## src/rtl/fpu_pkg.sv

```systemverilog
// rtl/fpu_pkg.sv - shared FPU types: pixel type, default column width, feeder state enum
package fpu_pkg;

  typedef logic [7:0] pixel_t;

  localparam int unsigned COL_WIDTH_DEF = 10;

  // Total shifts per strip can reach 65535 + 2 pad columns, so 17 bits.
  localparam int unsigned FEEDER_CNT_W = 17;

  typedef enum logic [1:0] {
    ST_IDLE = 2'd0,
    ST_FILL = 2'd1,
    ST_PUSH = 2'd2,
    ST_DONE = 2'd3
  } feeder_state_t;

endpackage

```

## src/rtl/fpu_col_feeder.sv

```systemverilog
// rtl/fpu_col_feeder.sv - assembles pixel columns and strobes them into the FPU column buffers (optional FPU_FEEDER_PAD_EN: zero border columns)
module fpu_col_feeder
  import fpu_pkg::*;
#(
  parameter int COL_WIDTH = COL_WIDTH_DEF
) (
  input  logic                   clk,
  input  logic                   rst_n,
  input  logic                   start,
  input  logic [15:0]            num_cols,
  input  logic                   in_valid,
  input  pixel_t                 in_data,
  output logic                   in_ready,
  input  logic                   col_ready,
  output logic                   shift_rows,
  output pixel_t [COL_WIDTH-1:0] col_new,
  output logic                   window_valid,
  output logic                   busy,
  output logic                   done
);

  localparam int IDX_W = (COL_WIDTH > 1) ? $clog2(COL_WIDTH) : 1;
  localparam logic [IDX_W-1:0] LAST_IDX = IDX_W'(COL_WIDTH - 1);

  feeder_state_t             state_q, state_d;
  logic [IDX_W-1:0]          idx_q;
  logic [FEEDER_CNT_W-1:0]   cnt_q;
  logic [FEEDER_CNT_W-1:0]   total_q;
  logic [FEEDER_CNT_W-1:0]   cnt_next;

  assign cnt_next = cnt_q + 1'b1;

  // Next-state and strobe decode; PUSH holds until the buffers can shift.
  always_comb begin
    state_d    = state_q;
    in_ready   = 1'b0;
    shift_rows = 1'b0;
    busy       = 1'b0;
    done       = 1'b0;
    case (state_q)
      ST_IDLE: begin
        if (start) begin
          if (num_cols == 16'd0) begin
            state_d = ST_DONE;
          end else begin
`ifdef FPU_FEEDER_PAD_EN
            state_d = ST_PUSH;
`else
            state_d = ST_FILL;
`endif
          end
        end
      end
      ST_FILL: begin
        busy     = 1'b1;
        in_ready = 1'b1;
        if (in_valid && idx_q == LAST_IDX) begin
          state_d = ST_PUSH;
        end
      end
      ST_PUSH: begin
        busy       = 1'b1;
        shift_rows = col_ready;
        if (col_ready) begin
          if (cnt_next == total_q) begin
            state_d = ST_DONE;
`ifdef FPU_FEEDER_PAD_EN
          end else if (cnt_next + 1'b1 == total_q) begin
            state_d = ST_PUSH;
`endif
          end else begin
            state_d = ST_FILL;
          end
        end
      end
      ST_DONE: begin
        done    = 1'b1;
        state_d = ST_IDLE;
      end
      default: state_d = ST_IDLE;
    endcase
  end

  // State, pixel index, shift count and the column being assembled.
  always_ff @(posedge clk or negedge rst_n) begin
    if (!rst_n) begin
      state_q      <= ST_IDLE;
      idx_q        <= '0;
      cnt_q        <= '0;
      total_q      <= '0;
      col_new      <= '0;
      window_valid <= 1'b0;
    end else begin
      state_q <= state_d;
      case (state_q)
        ST_IDLE: begin
          if (start) begin
            idx_q        <= '0;
            cnt_q        <= '0;
            window_valid <= 1'b0;
`ifdef FPU_FEEDER_PAD_EN
            total_q      <= {1'b0, num_cols} + 17'd2;
            col_new      <= '0;
`else
            total_q      <= {1'b0, num_cols};
`endif
          end
        end
        ST_FILL: begin
          if (in_valid) begin
            col_new[idx_q] <= in_data;
            idx_q          <= (idx_q == LAST_IDX) ? '0 : idx_q + 1'b1;
          end
        end
        ST_PUSH: begin
          if (col_ready) begin
            cnt_q <= cnt_next;
            if (cnt_q == 17'd2) begin
              window_valid <= 1'b1;
            end
`ifdef FPU_FEEDER_PAD_EN
            // Trailing border column: blank the buffer and push again without filling.
            if (cnt_next + 1'b1 == total_q) begin
              col_new <= '0;
            end
`endif
          end
        end
        default: ;
      endcase
    end
  end

endmodule

```

## config.mk

```make
export PLATFORM = sky130hd
export DESIGN_NAME = fpu_col_feeder
export DESIGN_NICKNAME = d
export VERILOG_FILES = /design/src/rtl/fpu_pkg.sv /design/src/rtl/fpu_col_feeder.sv
export SDC_FILE = /design/constraint.sdc
export NUM_CORES = 1
export LEC_CHECK = 0
export CORE_ASPECT_RATIO = 0.9
export CORE_MARGIN = 1.5
export CORE_UTILIZATION = 43
export DETAILED_ROUTE_END_ITERATION = 10
export HOLD_SLACK_MARGIN = 0.03
export PLACE_DENSITY = 0.69
export SETUP_SLACK_MARGIN = 0.2
export SYNTH_ARGS = -nofsm -noshare
export SYNTH_HDL_FRONTEND = slang
export SYNTH_SLANG_ARGS = --single-unit
export TNS_END_PERCENT = 20
```

## constraint.sdc

```tcl
create_clock -name clk -period 2.52 [get_ports clk]
set_clock_uncertainty 0.1 [all_clocks]
set_input_delay 0.378 -clock clk [delete_from_list [all_inputs] [get_ports clk]]
set_output_delay 0.378 -clock clk [all_outputs]
set_load 0.1 [all_outputs]
```

== Word level (Yosys, flattened, before mapping) ==
Cells that the tools add are included.
Widths: inputs -> output; s select.

* Bits in registers: 120
* Output and inout bits: 85

* Add/sub/neg operators: 2
* Reduce and logical (&&, ||, !) cells: 13
* Order comparisons: 2
* Equality and inequality tests: 11
* Multiplexer cells: 24

{| class="wikitable"
|+ Operator list
! operator !! number
|-
| $bwmux 80 || 1
|-
| $mux 17 || 2
|-
| $pmux 17 s2 || 1
|-
| $demux 8 s4 || 1
|-
| $add 17x1->17 const B || 1
|-
| $eq 17x16->1 || 1
|-
| $eq 17x2->1 const B || 1
|-
| $logic_not 16->1 || 1
|-
| $mux 4 || 3
|-
| $mux 2 || 5
|-
| $ne 2x2->1 const B || 5
|-
| $reduce_and 3->1 || 3
|-
| $mux 8 || 1
|-
| $pmux 2 s4 || 1
|-
| $pmux 4 s2 || 1
|-
| $mux 1 || 7
|-
| $lt 4x5->1 const B || 1
|-
| $add 4x1->4 const B || 1
|-
| $eq 2x2->1 const B || 2
|-
| $eq 4x4->1 const B || 1
|-
| $ge 4x1->1 const B || 1
|-
| $reduce_and 2->1 || 2
|-
| $reduce_and 4->1 || 1
|-
| $reduce_bool 2->1 || 2
|-
| other kinds (5) || 6
|}

== Logic depth before layout (Yosys ltp) ==
* Depth in word-level cells: 5
* Mapped depth: 9
* Mapped depth without buffers: 8

== Least setup slack after synthesis ==
Ideal clock, no wire load.

* Path kind: flip-flop to flip-flop
* From: register state_q[1]
* To: register col_new[32] in the netlist's numbering
* Clock period less this slack: 2,811 ps
* Arrival time: 2,585 ps
* Buffers on the path: 2
* Path slack: -291 ps
* Stages on the path, launching flop included: 8
* Data required time: 2,294 ps
* Path through: dfrtp_1 inv_1 ha_1 clkbuf_1 nand4b_1 or3_1 clkbuf_1 mux2_2

* Cells in the longest elaborated chain, start to end: 2

{| class="wikitable"
|+ Ends and longest elaborated chain
! element !! RTL line !! text
|-
| from (decl) || fpu_col_feeder.sv:25 || <nowiki>feeder_state_t state_q, state_d;</nowiki>
|-
| from (signal assigned) || fpu_col_feeder.sv:94 || <nowiki>state_q <= state_d;</nowiki>
|-
| $eq 2x1->1 || fpu_col_feeder.sv:95 || <nowiki>case (state_q)</nowiki>
|-
| $reduce_and 2->1 (no line) || -- ||
|-
| to (signal, indexed assignment) || fpu_col_feeder.sv:111 || <nowiki>col_new[idx_q] <= in_data;</nowiki>
|-
| to (decl) || fpu_col_feeder.sv:16 || <nowiki>output pixel_t [COL_WIDTH-1:0] col_new,</nowiki>
|}

Every way passes these cells.
A chain may end at the register's enable or synchronous reset.

== Worst setup path after layout ==
* From: register state_q[0]
* To: output shift_rows

* Cells in the longest elaborated chain, start to end: 2

{| class="wikitable"
|+ Ends and longest elaborated chain
! element !! RTL line !! text
|-
| $eq 2x2->1 || fpu_col_feeder.sv:40 || <nowiki>case (state_q)</nowiki>
|-
| $mux 1 || fpu_col_feeder.sv:40 ||
|-
| to (decl) || fpu_col_feeder.sv:15 || <nowiki>output logic shift_rows,</nowiki>
|}

Every way passes these cells.

==> results.ini <==
[outcome]
status=complete, no violations

[setup_path]
reg2reg_depth=7
cp_top_family=flip-flops
arrival_ps=1720
critPathMaxStageDelay_ps=420
r2r_end=state_q[1]$_DFFE_PN0P_
crit_required_ps=2040
path_class=reg -> out
rrSetupSlack_ps=360
cp_num_buf_inv=2
worstReg2RegStart=cnt_q[1]$_DFFE_PN0P_
crit_path_end_kind=output port
crit_chain=inv_1 > ha_1 > and2_2 > buf_12
cp_slowest_cell=dfrtp_1
critical_path.max_fanout=5
crit_path_start_kind=flip-flop
crit_cells=4

[grt]
busiest_layer=met2
overflow=0
grt_start_max_net_pins=47
first_global_vias=4341
antenna_found_initial=0
grt_pass1_wl_um=23300
globalRouteMet3Util_pct=7.05
grt_use_met2_pct=33.8
grt_use_total_pct=21.6
met1_usage_pct=28.4

[timing]
hold_viol=0
setup_ws_ps=325
worst_slew_pin_slew_ps=628
period_needed_ps=2190
max_slew_margin_pct=57.8
setup_viol=0
final.setup.tns_ps=0
slew_violations=0
fmax_mhz=456
rsz0062_at_grt=true
finalCritPeriodShare_pct=87.1

[logic_synthesis]
synth_fa_ha_area_share_pct=1.32
mappedNetlistArea_mm2=0.00571
netlist_instances=469
yosysSeqAreaShare_pct=52.6
avgSynthCellArea_um2=12.2
synth_edf_count=0
synth-xor-area-share_pct=3.46
ys_seq_elements=120
synth_top_area_cell=dfrtp_1
async_flop_share_pct=100
yosys_warnings=0
synthTopCellsByArea=dfrtp_1 53%, mux2_2 18%, xnor2_1 2.3%, o21ai_0 2.3%, mux2_1 1.6%
yosys.area.top_type_share_pct=52.6
synthSimpleGateAreaFrac_pct=12.2
synth_top_family_by_area=multiplexers
synth_ff_type=dfrtp_1
synth.net_count=504
synth_cell_types=61
synth-compound-area-share_pct=7.41
synth_mux_area_share_pct=19.6

[layout]
nets=625
n_antenna_cell=0
multi_input_area_mm2=0.00254
drive_above_1_share_pct=41.3
final_cell_mix=120 x dfrtp_1, 106 x buf_4, 89 x mux2_2, 27 x clkdlybuf4s50_1, 25 x o21ai_0
syn2layout_area_growth_pct=30.7
nFillCells=1068
regArea_mm2=0.00300
layout_commonest_cell=dfrtp_1

[drt]
routed_via_density=5.44
wirelength_um=14300
via_count=4172
drcViolationCount=0
antenna_left=0
routedWlPerCell_um=18.6
dr.pass1.iters=5
drtIter0Drc=291

[floorplanning]
core_mm2=0.0128
num_io_pins=114
initial_core_util_pct=44.5
die-area_mm2=0.0140
die_w_um=124
rows=39
die_h_um=112

[place]
dp_hpwl_um=10400
gp_congestion=0.870
place_ws_ps=213
port-buffer-count=113

[min_path]
hp-class=reg -> reg
hold_depth=1
hold-path-endpoint=col_new[28]$_DFFE_PN0P_
hold_start=col_new[28]$_DFFE_PN0P_

[cts]
clk_latency_ps=420
path_clk_slew_ps=50
clock_path_buffers=2
cts_tree=yes
cts_root_buf=clkbuf_16
cts_max_level=4
cts.sinks=120
cts_buffers=17

[run]
max-cap-violations=0

==> synth_stat cells (5+ instances only) <==
cell,instances
a21oi_1,9
nor3_1,5
mux2_2,89
xor2_1,5
buf_1,8
ha_1,6
dfrtp_1,120
xnor2_1,15
nand2b_1,6
nor2_1,24
nand3_1,13
nand2_1,21
clkbuf_1,14
inv_1,7
mux2_1,8
o31ai_1,7
nor4_1,6
o21ai_0,26
nand4_1,7
==> flip-flops by register name, indices dropped and copies added, names as in the netlist <==
register and count:
col_new 80, cnt_q 17, total_q 16, idx_q 4, state_q 2, window_valid 1
==> worst max-delay path by stage <==
stage,startpoint,to,slack [ps]
6_report,state_q[0]$_DFFE_PN0P_,shift_rows,330
5_1_grt,state_q[1]$_DFFE_PN0P_,col_new[23]$_DFFE_PN0P_,190
4_1_cts,state_q[1]$_DFFE_PN0P_,window_valid$_DFFE_PN0P_,240
3_5_place_dp,in_valid,col_new[23]$_DFFE_PN0P_,210
3_3_place_gp,in_valid,col_new[20]$_DFFE_PN0P_,300
2_1_floorplan,state_q[1]$_DFFE_PN0P_,col_new[32]$_DFFE_PN0P_,230
==> area by class of cell <==
class	count	share of cell area, %
Clock inverter	13	1.96
Tap cell	164	2.75
Inverter	7	0.352
Timing Repair Buffer	135	14.7
Multi-Input combinational cell	309	34.0
Clock buffer	19	5.94
Sequential cell	120	40.3
==> worst register-to-register path: cells and delay by family (launching register included) <==
family          cells  cell delay, ps
compound gates      2             470
flops               1             440
mux                 1             350
fa+ha+maj           1             190
simple gates        3             530
==> routing by layer <==
| layer | part of all wire (%) | routed length (µm) |
|---|---|---|
| met5 | 0 | 0 |
| met4 | 1.3 | 182 |
| met3 | 6.6 | 935 |
| met2 | 48 | 6810 |
| met1 | 44 | 6330 |
==> per-stage QoR <==
| stage | std cells | utilization [%] | area [µm²] | hold WS [ps] |
|---|---|---|---|---|
| after floorplan | 469 | - | 5720 | -17.6 |
| after global placement | 734 | 53.3 | 6850 | 304 |
| after detailed placement | 734 | 53.3 | 6850 | 310 |
| after CTS | 767 | 58.0 | 7440 | 392 |
| after global routing | 767 | 58.1 | 7460 | 412 |
| final | 767 | 58.1 | 7460 | 390 |
==> kinds of logic after synthesis <==
group,after synthesis
compound gates,64
xor+xnor,21
fa+ha+maj,6
buf+inv,40
flops,120
mux,99
simple gates,119
==> repair_timing <==
action                                  CTS  global route
resized for setup                         0             4
hold buffers                              1             0
endpoints found under the setup margin    0            21
setup buffers                             0             0
hold endpoints to repair                 43             0
Power is not shown: default switching activity piles up to over one toggle a cycle in this logic, so the estimate is an artifact.
